### src/rtl/data_stream_pkg.sv
// Shared types and constants for the framed PRBS serial stream.
// Frame layout: SYNC (8) | CNT (8) | PAYLOAD (PAYLOAD_BITS) | PARITY (1).
`timescale 1ns/1ps
package data_stream_pkg;

  typedef enum logic [1:0] {
    S_SYNC    = 2'd0,
    S_CNT     = 2'd1,
    S_PAYLOAD = 2'd2,
    S_PARITY  = 2'd3
  } state_t;

  localparam int SYNC_LEN   = 8;
  localparam int CNT_LEN    = 8;
  localparam int PARITY_LEN = 1;

  localparam logic [7:0] DEFAULT_SYNC_WORD = 8'hA5;
  localparam logic [6:0] DEFAULT_PRBS_SEED = 7'h7F;

  // Number of bits the stream spends in a given field.
  function automatic int field_len(input state_t s, input int payload_bits);
    int len;
    len = 0;
    case (s)
      S_SYNC:    len = SYNC_LEN;
      S_CNT:     len = CNT_LEN;
      S_PAYLOAD: len = payload_bits;
      S_PARITY:  len = PARITY_LEN;
      default:   len = PARITY_LEN;
    endcase
    return len;
  endfunction

endpackage

### src/rtl/data_stream_prbs7_gen.sv
// PRBS-7 source (x^7 + x^6 + 1); the MSB is the output bit and the register
// only shifts when enabled, so the sequence carries across frames.
`timescale 1ns/1ps
module prbs7_gen (
  input  logic       clk,
  input  logic       rst,
  input  logic       enable,
  input  logic [6:0] seed,
  output logic       bit_out
);

  logic [6:0] lfsr;

  always_ff @(posedge clk or negedge rst) begin
    if (!rst) begin
      lfsr <= seed;
    end else if (enable) begin
      lfsr <= {lfsr[5:0], lfsr[6] ^ lfsr[5]};
    end
  end

  assign bit_out = lfsr[6];

endmodule

### src/rtl/data_stream.sv
// Continuous framed serial stream: SYNC, frame counter, PRBS payload and an
// even-parity bit over CNT+PAYLOAD, emitted back-to-back on a registered output.
`timescale 1ns/1ps
module data_stream
  import data_stream_pkg::*;
#(
  parameter logic [7:0] SYNC_WORD    = DEFAULT_SYNC_WORD,
  parameter int         PAYLOAD_BITS = 16,
  parameter logic [6:0] PRBS_SEED    = DEFAULT_PRBS_SEED
) (
  input  logic clk,
  input  logic rst,
  output logic data_out
);

  localparam int MAX_FIELD = (PAYLOAD_BITS > CNT_LEN) ? PAYLOAD_BITS : CNT_LEN;
  localparam int IDX_W     = $clog2(MAX_FIELD);

  state_t           state;
  logic [IDX_W-1:0] idx;
  logic [7:0]       frame_cnt;
  logic             parity_acc;

  logic             prbs_bit;
  logic             prbs_en;
  logic             cur_bit;
  logic [IDX_W-1:0] last_idx;
  state_t           next_field;

  prbs7_gen u_prbs (
    .clk     (clk),
    .rst     (rst),
    .enable  (prbs_en),
    .seed    (PRBS_SEED),
    .bit_out (prbs_bit)
  );

  // Bit that the next rising edge will drive onto data_out.
  always_comb begin
    cur_bit    = 1'b0;
    prbs_en    = 1'b0;
    next_field = S_SYNC;
    last_idx   = IDX_W'(field_len(state, PAYLOAD_BITS) - 1);
    case (state)
      S_SYNC: begin
        cur_bit    = SYNC_WORD[3'd7 - idx[2:0]];
        next_field = S_CNT;
      end
      S_CNT: begin
        cur_bit    = frame_cnt[3'd7 - idx[2:0]];
        next_field = S_PAYLOAD;
      end
      S_PAYLOAD: begin
        cur_bit    = prbs_bit;
        prbs_en    = 1'b1;
        next_field = S_PARITY;
      end
      S_PARITY: begin
        cur_bit    = parity_acc;
        next_field = S_SYNC;
      end
      default: begin
        cur_bit    = 1'b0;
        next_field = S_SYNC;
      end
    endcase
  end

  always_ff @(posedge clk or negedge rst) begin
    if (!rst) begin
      state      <= S_SYNC;
      idx        <= '0;
      frame_cnt  <= 8'd0;
      parity_acc <= 1'b0;
      data_out   <= 1'b0;
    end else begin
      data_out <= cur_bit;

      case (state)
        S_CNT, S_PAYLOAD: parity_acc <= parity_acc ^ cur_bit;
        S_PARITY: begin
          parity_acc <= 1'b0;
          frame_cnt  <= frame_cnt + 8'd1;
        end
        default: parity_acc <= parity_acc;
      endcase

      if (idx == last_idx) begin
        idx   <= '0;
        state <= next_field;
      end else begin
        idx <= idx + 1'b1;
      end
    end
  end

endmodule

### config.mk
export PLATFORM = sky130hd
export DESIGN_NAME = data_stream
export DESIGN_NICKNAME = d
export VERILOG_FILES = /design/src/rtl/data_stream_pkg.sv /design/src/rtl/data_stream_prbs7_gen.sv /design/src/rtl/data_stream.sv
export SDC_FILE = /design/constraint.sdc
export NUM_CORES = 1
export LEC_CHECK = 0
export BUFFER_PORTS_ARGS = -buffer_cell sky130_fd_sc_hd__buf_2
export CAP_MARGIN = 25
export CORE_MARGIN = 8
export CORE_UTILIZATION = 50
export DETAILED_ROUTE_END_ITERATION = 16
export HOLD_SLACK_MARGIN = 0.15
export PLACE_DENSITY = 0.73
export SLEW_MARGIN = 20
export SYNTH_ARGS = -nofsm -noshare
export SYNTH_HDL_FRONTEND = slang
export SYNTH_SLANG_ARGS = --single-unit
export TNS_END_PERCENT = 100
### constraint.sdc
create_clock -name clk -period 1.8 [get_ports clk]
set_input_delay 0.27 -clock clk [delete_from_list [all_inputs] [get_ports clk]]
set_output_delay 0.27 -clock clk [all_outputs]
set_load 0.005 [all_outputs]
# Word-level counts from Yosys, hierarchy flattened
# Memories as Yosys holds them, arrays and structs flattened.
# Index checks and enable logic that the tools add are counted.
# Widths: inputs -> output; s select.
[word_totals]
regBits = 23
romBits = 8
in_bits = 2
output_inout_bits = 1
word_cells = 31
memories = 1
[mem_list]
columns = ["name", "depth", "width", "read_ports", "rd_clocked_by_memory_dff", "write_ports", "line", "text"]
rows = [
  ["(no name shown)", 8, 1, 1, 0, 0, "data_stream.sv:46", "cur_bit = SYNC_WORD[3'd7 - idx[2:0]];"],
]
[classes]
n_addsub = 4
order_cmp = 1
n_eq_ne = 4
muxes = 9
n_bitwise = 2
reduce_logical = 4
[op_table]
columns = ["operator", "count"]
rows = [
  ["$pmux 4 s3", 1],
  ["$add 8x1->8 const B", 1],
  ["$pmux 2 s4", 1],
  ["$add 4x1->4 const B", 1],
  ["$eq 2x2->1 const B", 2],
  ["$eq 4x4->1", 1],
  ["$lt 3x4->1 const B", 1],
  ["$mux 4", 1],
  ["$pmux 1 s4", 1],
  ["$reduce_or 2->1", 2],
  ["$sub 4x2->4 const B", 1],
  ["$bmux 1 s3", 1],
  ["$mux 1", 3],
  ["$sub 3x3->3 const A", 1],
  ["$eq 2x1->1 const B", 1],
  ["$logic_not 2->1", 1],
  ["$pmux 1 s2", 1],
  ["$reduce_bool 2->1", 1],
  ["$xor 1x1->1", 2],
]

# Depth between registers and ports, before layout
[depth]
word_depth = 6
depth_mapped = 6
mapped_depth_nobuf = 6

# Worst setup path after synthesis
# OpenSTA, ideal clock, no wires.
[synth_timing]
path_type = "register -> register"
start = "reg state[0]"
end = "reg state[1]"
arrival_ps = 1511
t_required_ps = 1672
path_slack_ps = 162
path_stages_with_launch = 7
n_path_buf = 1
period_less_slack_ps = 1638
cell_sequence = "dfrtp_1 > inv_1 > ha_1 > buf_2 > xor2_1 > nor2_2 > mux2_1"
[synth_between]
elab_chain_cells = 5
elab_cells_between_ends = 9
cone_classes = "add/sub (1); eq/ne (4); mux (2); reduce/logical (2)"
[synth_lines]
columns = ["item", "line", "text"]
rows = [
  ["start, declared", "data_stream.sv:19", "state_t state;"],
  ["start signal, assigned", "data_stream.sv:90", "state <= next_field;"],
  ["$eq 2x1->1 or $logic_not 2->1 (tied branches)", "data_stream_pkg.sv:24, data_stream.sv:44", ""],
  ["$reduce_or 2->1 (no source line)", "--", ""],
  ["$pmux 4 s3", "data_stream_pkg.sv:24", "case (s)"],
  ["$sub 4x2->4", "data_stream.sv:43", "last_idx = IDX_W'(field_len(state, PAYLOAD_BITS) - 1);"],
  ["$eq 4x4->1", "data_stream.sv:88", "if (idx == last_idx) begin"],
]
# Parallel ways exist; a longest one is shown, timed or not. The select of a mux whose other input is x is not followed.
# A chain may end at the register's enable or synchronous reset.

# Worst setup path after layout
[layout_timing]
start = "reg state[0]"
end = "reg parity_acc"
[layout_between]
elab_chain_cells = 4
elab_cells_between_ends = 9
cone_classes = "eq/ne (3); mux (2); bitwise (1); reduce/logical (3)"
[layout_lines]
columns = ["item", "line", "text"]
rows = [
  ["$eq 2x2->1 (tied with other cells)", "data_stream.sv:44, data_stream.sv:79", ""],
  ["$pmux 1 s4", "data_stream.sv:44", "case (state)"],
  ["$xor 1x1->1", "data_stream.sv:80", "S_CNT, S_PAYLOAD: parity_acc <= parity_acc ^ cur_bit;"],
  ["$pmux 1 s2", "data_stream.sv:79", "case (state)"],
  ["end signal, assigned", "data_stream.sv:80", ""],
  ["end signal, assigned", "data_stream.sv:85", "default: parity_acc <= parity_acc;"],
  ["end, declared", "data_stream.sv:22", "logic parity_acc;"],
]
# Parallel ways exist; a longest one is shown, timed or not.

==> run_results.csv <==
group,metric,value,unit
detailed_routing,vias,681,
logic_synthesis,synthCells,97,
logic_synthesis,avgSynthCellArea,12.3,sq um
grt,antenna_found_initial,0,
clock_network,h-tree-depth,1,
timing,timing.final.crit_share,0.882,
grt,grt_start_max_net_pins,24,
clock_network,insertion_delay,0.31,ns
logic_synthesis,synth_nets,107,
detailed_routing,wl,1790,um
logic_synthesis,synth_top_area_cell,"dfrtp_1",
floorplanning,design.core.area,2230,sq um
timing,skew,0.00820,ns
setup_path,endpoint_kind,"flop",
floorplanning,dieArea,4200,sq um
clock_network,post-cts-setup-buffer-count,0,
grt,grt_pass1_vias,682,
clock_network,cts_tree,"yes",
final_layout,final_util,0.566,
final_layout,syn_to_final_growth,5.98,%
placement,pre_cts_ws,0.220,ns
placement,portBuffers,2,
floorplanning,die_width,64.8,um
setup_path,critPathRequiredTime,2.01,ns
setup_path,r2r-start,"state[0]",
final_layout,layout.nets,113,
final_layout,multiInputGateArea,576,sq um
timing,finalSetupViolations,0,
grt,overflow,0,
final_layout,drive_gt1_frac,0.265,
power,power,0.769,mW
timing,fin_crit,1.59,ns
placement,routabilityCongestion,0.767,
final_layout,final_cell_mix,"16 x dfrtp_1, 10 x nor2_1, 8 x ha_1, 7 x mux2_2, 7 x dfstp_2",
setup_path,rrSetupSlack,0.21,ns
setup_path,crit_type,"reg2reg",
floorplanning,ios,3,
final_layout,final_cell_area,1260,sq um
detailed_routing,ant_nets,0,
floorplanning,die_h,64.8,um
detailed_routing,viasPerCell,5.24,
timing,tightest_slew,0.496,ns
detailed_routing,wl_per_cell,13.8,um
clock_network,numClockSinks,23,
timing,fmax,630,MHz
status,status,"finished, final reports clean",
clock_network,clk_pin_slew_worst_paths,0.13,ns
grt,grt_pass1_wl,3070,um
final_layout,antennaDiodeCount,0,
final_layout,n_fill_cell,197,
detailed_routing,drtIter0Drc,10,
setup_path,timing.rr.end,"parity_acc",
timing,fin_setup_tns,0,ns
grt,track_usage,0.0928,
detailed_routing,drtPass1Iterations,4,
timing,rsz0062_at_grt,"false",
final_layout,mostFrequentLayoutCell,"dfrtp_1",
placement,dp_cells,125,
setup_path,cp_data_arrival_time,1.80,ns
timing,final_max_slew_viol_count,0,
placement,dpl.hpwl,1300,um
power,peakVddDrop,384,uV
placement,place_area,1230,sq um
logic_synthesis,seq_area_frac_synth,0.490,
timing,hold_violations,0,
floorplanning,rows,17,
logic_synthesis,syn_area,1190,sq um
logic_synthesis,synth_area_leaders,"dfrtp_1 34%, dfstp_2 15%, ha_1 8.4%, mux2_2 6.6%, xnor2_1 4.4%",
timing,setup_ws,0.212,ns
flow_run,maxCapViolCount,0,
clock_network,cts_root_buf,"clkbuf_4",
logic_synthesis,ys_ff_latch,23,
detailed_routing,drc_errors,0,
power,p_leak,0.555,nW
timing,whs,0.442,ns
floorplanning,initial_core_util,0.534,
final_layout,final_cells,130,
logic_synthesis,yosys_warnings,0,
logic_synthesis,yosys.cell_types.count,31,
setup_path,start_kind,"flop",
setup_path,worstRegToRegCells,6,
clock_network,cts_buffers,3,
timing,relSlewSlack,0.670,
setup_path,cp_max_fo,4,
final_layout,regArea,584,sq um
clock_network,clockBufferDepth,2,
power,p_per_area,609,nW/um^2
logic_synthesis,yosys.area.top_type_share,0.336,
worst_hold_path,hp-class,"in2async",
==> synthesized netlist by cell type <==
master,instances
a22oi_2,1
mux2_1,1
buf_6,1
a31oi_4,1
nand4_1,3
a21oi_1,2
buf_2,2
o311ai_1,1
dfrtp_1,16
mux2_2,7
and2_2,1
mux2i_1,4
nor3_1,1
or3_1,1
and2b_1,1
clkbuf_1,1
ha_1,8
inv_1,2
a221o_1,1
dfstp_2,7
nand3_1,1
a2bb2oi_4,1
nor2b_1,2
o21ai_1,1
xnor2_1,6
nor2_2,1
nand2_1,5
xor2_1,6
mux2_4,1
nor2_1,10
and3_1,1
==> layout make-up <==
cell class                      count  share of cell area
Clock buffer                        4              0.0208
Inverter                            2             0.00594
Multi-Input combinational cell     68               0.455
Sequential cell                    23               0.462
Tap cell                           28              0.0277
Timing Repair Buffer                5              0.0277
==> critical path, cell delays in order, from the launching register on <==
cell      delay (ns)
dfrtp_1         0.42
inv_1           0.11
ha_1            0.26
a221o_1         0.36
a31oi_4         0.17
o21ai_1         0.08
o311ai_1        0.09
==> registers in the layout, indices dropped and copies added (netlist names) <==
name	flops
data_out	1
frame_cnt	8
idx	4
parity_acc	1
state	2
u_prbs.lfsr	7
==> routing by layer <==
| metal | wire, um | part of all wire | track usage |
|---|---|---|---|
| met1 | 922 | 0.51 | 0.119 |
| met2 | 798 | 0.45 | 0.144 |
| met3 | 57 | 0.032 | 0.0241 |
| met4 | 14 | 0.0078 | 0.0409 |
| met5 | 0 | 0 | 0 |
==> where the power goes <==
part,switching (mW),internal (mW)
clock network,0.154,0.0864
registers,0,0.518
logic,0.00954,0.00219
==> what timing repair did <==
item,4_1_cts,5_1_grt
resized for setup,0,0
setup endpoints to repair,0,0
hold buffers,1,0
endpoints found under the hold margin,16,0
==> cells by family after synthesis <==
group                    after synthesis  share of synthesized area
multiplexers                          13                      0.122
AND/OR/NAND/NOR                       27                      0.110
flip-flops                            23                      0.490
XOR/XNOR                              12                     0.0881
AO/OA/AOI/OAI                          8                     0.0787
adder cells (fa/ha/maj)                8                     0.0839
buffers and inverters                  6                     0.0273
==> worst max path at each step <==
stage,from,endpoint,cells past startpoint
final,state[0],parity_acc,6
after global routing,state[1],parity_acc,5
after CTS,state[0],parity_acc,6
after detailed placement,state[0],parity_acc,6
after global placement,state[0],parity_acc,6
after floorplan,state[0],state[1],6
Note: power is estimated with default switching activity, not from simulation.
